==> src/rtl/cva6_wt_sbuf_pkg.sv <==
// Shared types and helpers for the write-through dcache store buffer.
package cva6_wt_sbuf_pkg;

    localparam int SBUF_DEPTH  = 8;
    localparam int SBUF_PLEN   = 56;
    localparam int SBUF_DATA_W = 64;
    localparam int SBUF_TID_W  = 2;

    // Life cycle of one buffer slot: FREE -> VALID -> ISSUED -> DONE -> FREE.
    typedef enum logic [1:0] {
        FREE   = 2'd0,
        VALID  = 2'd1,
        ISSUED = 2'd2,
        DONE   = 2'd3
    } sbuf_state_e;

    typedef struct packed {
        sbuf_state_e                 state;
        logic [SBUF_PLEN-4:0]        wpaddr;
        logic [SBUF_DATA_W-1:0]      data;
        logic [7:0]                  be;
        logic [SBUF_TID_W-1:0]       tid;
    } sbuf_entry_t;

    // 64-bit word address of a byte address.
    function automatic logic [SBUF_PLEN-4:0] word_addr(input logic [SBUF_PLEN-1:0] paddr);
        return paddr[SBUF_PLEN-1:3];
    endfunction

endpackage

==> src/rtl/cva6_wt_sbuf_tid_pool.sv <==
// Transaction-ID pool: free bitmap, hands out the lowest free ID.
// A TID freed in one cycle becomes visible as free in the next cycle.
module cva6_wt_sbuf_tid_pool #(
    parameter int TID_W = 2
) (
    input  logic                    clk_i,
    input  logic                    rst_ni,
    input  logic                    alloc_i,
    input  logic [TID_W-1:0]        alloc_tid_i,
    input  logic                    free_i,
    input  logic [TID_W-1:0]        free_tid_i,
    output logic                    avail_o,
    output logic [TID_W-1:0]        lowest_o,
    output logic [(1<<TID_W)-1:0]   busy_o
);

    localparam int NTID = 1 << TID_W;

    logic [NTID-1:0] busy_q;
    logic [NTID-1:0] busy_d;

    assign busy_o = busy_q;

    // Next bitmap: allocation and release may hit different IDs in the same cycle.
    always_comb begin
        busy_d = busy_q;
        if (alloc_i) busy_d[alloc_tid_i] = 1'b1;
        if (free_i)  busy_d[free_tid_i]  = 1'b0;
    end

    // Lowest free ID from the registered bitmap (scan high to low, last hit wins).
    always_comb begin
        avail_o  = 1'b0;
        lowest_o = '0;
        for (int i = NTID - 1; i >= 0; i--) begin
            if (!busy_q[i]) begin
                avail_o  = 1'b1;
                lowest_o = TID_W'(i);
            end
        end
    end

    // Bitmap register.
    always_ff @(posedge clk_i) begin
        if (!rst_ni) busy_q <= '0;
        else         busy_q <= busy_d;
    end

endmodule

==> src/rtl/cva6_wt_store_buffer.sv <==
// Write buffer between committed stores and the write-through dcache memory port.
// Coalesces stores to the most recently allocated word, issues in order with TIDs,
// retires in order on out-of-order acks, and flags loads hitting a pending word.
//
// Handshakes: a store transfers when st_valid_i && st_ready_o in the same cycle;
// a memory write transfers when mem_req_o && mem_gnt_i. Once mem_req_o rises it
// stays high with a stable payload and TID until granted.
module cva6_wt_store_buffer
    import cva6_wt_sbuf_pkg::*;
#(
    parameter int DEPTH  = SBUF_DEPTH,
    parameter int PLEN   = SBUF_PLEN,
    parameter int DATA_W = SBUF_DATA_W,
    parameter int TID_W  = SBUF_TID_W
) (
    input  logic              clk_i,
    input  logic              rst_ni,
    input  logic              st_valid_i,
    output logic              st_ready_o,
    input  logic [PLEN-1:0]   st_paddr_i,
    input  logic [DATA_W-1:0] st_data_i,
    input  logic [7:0]        st_be_i,
    output logic              mem_req_o,
    input  logic              mem_gnt_i,
    output logic [PLEN-1:0]   mem_paddr_o,
    output logic [DATA_W-1:0] mem_data_o,
    output logic [7:0]        mem_be_o,
    output logic [TID_W-1:0]  mem_tid_o,
    input  logic              mem_ack_i,
    input  logic [TID_W-1:0]  mem_ack_tid_i,
    input  logic [PLEN-1:0]   ld_paddr_i,
    output logic              ld_hit_o,
    output logic              empty_o
);

    localparam int PTR_W = $clog2(DEPTH);
    localparam int CNT_W = PTR_W + 1;
    localparam int NTID  = 1 << TID_W;
    localparam logic [CNT_W-1:0] FULL_CNT = DEPTH[CNT_W-1:0];

    sbuf_entry_t      entries_q [DEPTH];
    sbuf_entry_t      entries_d [DEPTH];
    logic [PTR_W-1:0] head_q, head_d, issue_q, issue_d, tail_q, tail_d, tail_m1;
    logic [CNT_W-1:0] count_q, count_d;
    logic             tid_hold_q;
    logic [TID_W-1:0] tid_hold_id_q;
    logic             tid_avail;
    logic [TID_W-1:0] tid_lowest;
    logic [NTID-1:0]  tid_busy;
    logic             accept, merge, alloc, grant, ack_ok, retire;
    sbuf_entry_t      issue_entry;

    assign tail_m1     = tail_q - PTR_W'(1);
    assign issue_entry = entries_q[issue_q];

    assign st_ready_o  = (count_q != FULL_CNT);
    assign empty_o     = (count_q == '0);
    assign accept      = st_valid_i && st_ready_o;

    // A held TID keeps the presented request stable even if a lower TID frees up.
    assign mem_req_o   = (issue_entry.state == VALID) && (tid_hold_q || tid_avail);
    assign mem_tid_o   = tid_hold_q ? tid_hold_id_q : tid_lowest;
    assign mem_paddr_o = {issue_entry.wpaddr, 3'b000};
    assign mem_data_o  = issue_entry.data;
    assign mem_be_o    = issue_entry.be;
    assign grant       = mem_req_o && mem_gnt_i;

    // Coalesce only into the newest entry, and never into one on the memory port.
    assign merge  = (entries_q[tail_m1].state == VALID)
                 && (entries_q[tail_m1].wpaddr == word_addr(st_paddr_i))
                 && !(mem_req_o && (issue_q == tail_m1));
    assign alloc  = accept && !merge;
    assign ack_ok = mem_ack_i && tid_busy[mem_ack_tid_i];
    assign retire = (entries_q[head_q].state == DONE);

    cva6_wt_sbuf_tid_pool #(.TID_W(TID_W)) i_tid_pool (
        .clk_i       (clk_i),
        .rst_ni      (rst_ni),
        .alloc_i     (grant),
        .alloc_tid_i (mem_tid_o),
        .free_i      (ack_ok),
        .free_tid_i  (mem_ack_tid_i),
        .avail_o     (tid_avail),
        .lowest_o    (tid_lowest),
        .busy_o      (tid_busy)
    );

    // Load hazard: any occupied slot holding the load's word.
    always_comb begin
        ld_hit_o = 1'b0;
        for (int i = 0; i < DEPTH; i++) begin
            if (entries_q[i].state != FREE && entries_q[i].wpaddr == word_addr(ld_paddr_i))
                ld_hit_o = 1'b1;
        end
    end

    // Next entry states and pointers; accept, grant, ack and retire touch disjoint slots.
    always_comb begin
        entries_d = entries_q;
        head_d    = head_q;
        issue_d   = issue_q;
        tail_d    = tail_q;
        if (accept) begin
            if (merge) begin
                for (int b = 0; b < 8; b++) begin
                    if (st_be_i[b]) entries_d[tail_m1].data[8*b +: 8] = st_data_i[8*b +: 8];
                end
                entries_d[tail_m1].be = entries_q[tail_m1].be | st_be_i;
            end else begin
                entries_d[tail_q].state  = VALID;
                entries_d[tail_q].wpaddr = word_addr(st_paddr_i);
                entries_d[tail_q].data   = st_data_i;
                entries_d[tail_q].be     = st_be_i;
                entries_d[tail_q].tid    = '0;
                tail_d = tail_q + PTR_W'(1);
            end
        end
        if (grant) begin
            entries_d[issue_q].state = ISSUED;
            entries_d[issue_q].tid   = mem_tid_o;
            issue_d = issue_q + PTR_W'(1);
        end
        if (ack_ok) begin
            for (int i = 0; i < DEPTH; i++) begin
                if (entries_q[i].state == ISSUED && entries_q[i].tid == mem_ack_tid_i)
                    entries_d[i].state = DONE;
            end
        end
        if (retire) begin
            entries_d[head_q].state = FREE;
            head_d = head_q + PTR_W'(1);
        end
        count_d = count_q + CNT_W'(alloc) - CNT_W'(retire);
    end

    // State registers; reset discards every entry and any held TID.
    always_ff @(posedge clk_i) begin
        if (!rst_ni) begin
            for (int i = 0; i < DEPTH; i++) entries_q[i] <= '0;
            head_q        <= '0;
            issue_q       <= '0;
            tail_q        <= '0;
            count_q       <= '0;
            tid_hold_q    <= 1'b0;
            tid_hold_id_q <= '0;
        end else begin
            entries_q <= entries_d;
            head_q    <= head_d;
            issue_q   <= issue_d;
            tail_q    <= tail_d;
            count_q   <= count_d;
            if (grant) begin
                tid_hold_q <= 1'b0;
            end else if (mem_req_o) begin
                tid_hold_q    <= 1'b1;
                tid_hold_id_q <= mem_tid_o;
            end
        end
    end

`ifndef SYNTHESIS
    // An ack naming an idle TID is a memory-side protocol error; it is dropped.
    ack_tid_busy_a: assert property (@(posedge clk_i) disable iff (!rst_ni)
        mem_ack_i |-> tid_busy[mem_ack_tid_i])
        else $warning("store buffer: ack for idle tid %0d dropped", mem_ack_tid_i);
`endif

endmodule

==> config.mk <==
export PLATFORM = sky130hd
export DESIGN_NAME = cva6_wt_store_buffer
export DESIGN_NICKNAME = d
export VERILOG_FILES = /design/src/rtl/cva6_wt_sbuf_pkg.sv /design/src/rtl/cva6_wt_sbuf_tid_pool.sv /design/src/rtl/cva6_wt_store_buffer.sv
export SDC_FILE = /design/constraint.sdc
export NUM_CORES = 2
export LEC_CHECK = 0
export CORE_UTILIZATION = 65
export DETAILED_ROUTE_END_ITERATION = 10
export PLACE_DENSITY_LB_ADDON = 0.3
export SYNTH_ARGS = -nofsm -noshare
export SYNTH_HDL_FRONTEND = slang
export SYNTH_HIERARCHICAL = 1
export SYNTH_SLANG_ARGS = --single-unit
==> constraint.sdc <==
create_clock -name clk_i -period 11 [get_ports clk_i]
set_input_delay 2.2 -clock clk_i [delete_from_list [all_inputs] [get_ports clk_i]]
set_output_delay 2.2 -clock clk_i [all_outputs]
set_load 0.005 [all_outputs]
==> results.sh <==
export IMPL_status="complete, no violations"
export IMPL_synthMuxAreaShare_pct=22.10
export IMPL_final_nets=6094
export IMPL_crit_family="simple AND/OR/NAND/NOR gates"
export IMPL_synth_seq_area_share_pct=37.16
export IMPL_hold_path_class="reg2reg"
export IMPL_fillerInstances=5671
export IMPL_crit_slowest_cell="xnor2_1"
export IMPL_use_met2_pct=79.18
export IMPL_clk_pin_slew_ns=0.06
export IMPL_finClkSkew_ns=0.05126
export IMPL_die_w_um=297.3
export IMPL_final_common_cell="dfxtp_1"
export IMPL_tightest_slew_ns=1.303
export IMPL_grt_pass1_wl_mm=355.2
export IMPL_syn_area_um2=56670
export IMPL_path_cells="clkdlybuf4s50_1 -> xnor2_1 -> nand4_1 -> nor4_1 -> nand3_1 -> a2111oi_0 -> a21oi_1 -> nand4_1 -> clkdlybuf4s50_1"
export IMPL_drc_errors=0
export IMPL_critPathBufInv=2
export IMPL_root_buffer="clkbuf_16"
export IMPL_fin_setup_tns_ns=0
export IMPL_grt_usage_pct=54.37
export IMPL_drt_iter0_markers=7974
export IMPL_rr_startpoint="tail_q[0]$_SDFFE_PN0P_"
export IMPL_synthAdderAreaFrac_pct=0.2561
export IMPL_cts_buffers=107
export IMPL_synth_xor_area_share_pct=6.540
export IMPL_rrSetupSlack_ns=1.88
export IMPL_cts_hold_buf=0
export IMPL_numPortBuffers=315
export IMPL_h_tree_depth=3
export IMPL_gr_max_usage_layer="met2"
export IMPL_dpl_hpwl_mm=159.0
export IMPL_die_area_um2=88360
export IMPL_tritoncts="built"
export IMPL_ant_nets=0
export IMPL_max_freq_mhz=108.5
export IMPL_synth_compound_area_share_pct=13.03
export IMPL_grt_pass1_vias=51038
export IMPL_grt_max_degree=235
export IMPL_vias=52355
export IMPL_crit_arrival_ns=7.02
export IMPL_use_met3_pct=17.82
export IMPL_crit_fanout=7
export IMPL_critPathKind="in2out"
export IMPL_end_kind="output pin"
export IMPL_p_leak_uw=0.02455
export IMPL_synth_seq_cells=1052
export IMPL_mostFrequentLayoutCells="1048 x dfxtp_1, 1024 x mux2i_1, 761 x nand2_1"
export IMPL_wl_mm=248.0
export IMPL_synthSimpleGateAreaFrac_pct=16.20
export IMPL_rsz0062_at_grt="no"
export IMPL_synthFlopType="dfxtp_1"
export IMPL_antenna_found_initial=21
export IMPL_initial_core_util_pct=66.03
export IMPL_synth_edf_count=0
export IMPL_met1_usage_pct=64.07
export IMPL_timing_hold_ws_ns=0.4572
export IMPL_yosysWarnings=6
export IMPL_max_stage_delay_ns=0.84
export IMPL_drv_slew=0
export IMPL_place_congestion=1.182
export IMPL_period_share_pct=83.82
export IMPL_areaGrowthSynthToFinish_pct=12.31
export IMPL_synthCells=5906
export IMPL_cp_start_kind="input pin"
export IMPL_boundaryPins=325
export IMPL_vias_per_cell=7.334
export IMPL_p_per_area_nw_per_um2=176.0
export IMPL_clk_latency_ns=0.76
export IMPL_slew_headroom_pct=12.80
export IMPL_ir_drop_mv=0.2361
export IMPL_cts_resized=0
export IMPL_row_count=107
export IMPL_core_area_um2=85820
export IMPL_setup_viol=0
export IMPL_async_reset_ff_share_pct=0
export IMPL_utilization_pct=74.16
export IMPL_synth_cell_types=82
export IMPL_cts_sinks=1052
export IMPL_post_route_min_period_ns=9.220
export IMPL_maxCapViolations=0
export IMPL_cp_required_ns=8.80
export IMPL_cp_startpoint="ld_paddr_i[10]"
export IMPL_hold_viol_final=0
export IMPL_grt_ovfl_total=0
export IMPL_post_cts_buffers=0
export IMPL_routedWlPerCell_um=34.74
export IMPL_drive_gt1_share_pct=7.643
export IMPL_cts_max_path_buffers=3
export IMPL_synth_top_family_by_area="multiplexers"
export IMPL_syn_avg_cell_area_um2=9.595
export IMPL_drtPass1Iterations=10
export IMPL_die_height_um=297.3
-- cells in the mapped netlist (71+ instances only) --
cell	number	area, um^2
mux4_2	90	2027
nand4_1	178	1114
dfxtp_1	1052	21060
nand3_1	154	770.7
a22oi_1	427	3206
nand2_1	761	2856
inv_1	86	322.8
mux2i_1	1024	10250
xor2_1	259	2268
clkbuf_1	351	1318
xnor2_1	161	1410
nor2b_1	437	2734
nor4_1	71	444.2
-- per-stage QoR --
stage	power, uW	cell area [um^2]	cells	setup WS [ns]
finish	11200	63640	7139	1.780
detailed placement	7148	59880	6927	2.299
global placement	7105	59880	6927	2.284
floorplan	5888	56670	5908	4.938
global route	11340	63610	7127	1.946
CTS	10960	63600	7123	2.286
-- worst register-to-register path, stage by stage (launching register included) --
cell and delay [ns]:
dfxtp_4 0.84, inv_1 0.11, buf_4 0.34, ha_4 0.84, buf_4 0.69, buf_4 0.44
mux4_2 0.34, mux2i_1 0.18, xor2_1 0.72, nand2_1 0.11, nand4b_1 0.32, or4_1 0.60
or4_1 0.89, o21ai_4 1.21, buf_4 0.92, mux2i_1 0.34, nor2b_1 0.07
-- kinds of logic (layout without fill, tap and decap cells) --
| logic type | count (synthesis) | in the layout |
|---|---|---|
| buf+inv | 617 | 688 |
| mux | 1132 | 1132 |
| simple gates | 1819 | 1819 |
| xor+xnor | 421 | 421 |
| flops | 1052 | 1052 |
| compound gates | 853 | 853 |
| other cells | 1 | 19 |
| fa+ha+maj | 11 | 11 |
-- power breakdown --
| group | internal [uW] | total [uW] | switching [uW] |
|---|---|---|---|
| Clock | 2210 | 3890 | 1680 |
| Sequential | 3990 | 4210 | 221 |
| Combinational | 1050 | 3100 | 2040 |
| Total | 7260 | 11200 | 3940 |
-- area by class of cell --
class | count | area [um^2] | area share, %
sequential | 1052 | 21070 | 33.11
inverter | 105 | 394.1 | 0.6193
antenna | 16 | 40.04 | 0.06291
clock buffer | 149 | 3055 | 4.801
timing repair buffer | 387 | 3849 | 6.048
clock inverter | 47 | 669.4 | 1.052
tap | 1144 | 1431 | 2.249
multi-input combinational | 4239 | 33130 | 52.06
-- routing by layer --
| metal | share of wire [%] | wire length, um | vias up |
|---|---|---|---|
| li1 | - | - | 21317 |
| met1 | 34 | 83810 | 24934 |
| met2 | 42 | 103300 | 4621 |
| met3 | 14 | 33660 | 1471 |
| met4 | 11 | 27100 | 12 |
| met5 | 0.035 | 87 | - |
-- worst paths after layout --
| kind | to | depth (start not counted) |
|---|---|---|
| worst max-delay path | ld_hit_o | 9 |
| worst min-delay path | flip-flop | 2 |
| worst max register to register | flip-flop | 16 |
| worst min register to register | flip-flop | 2 |
(Power assumes the default switching activity.)
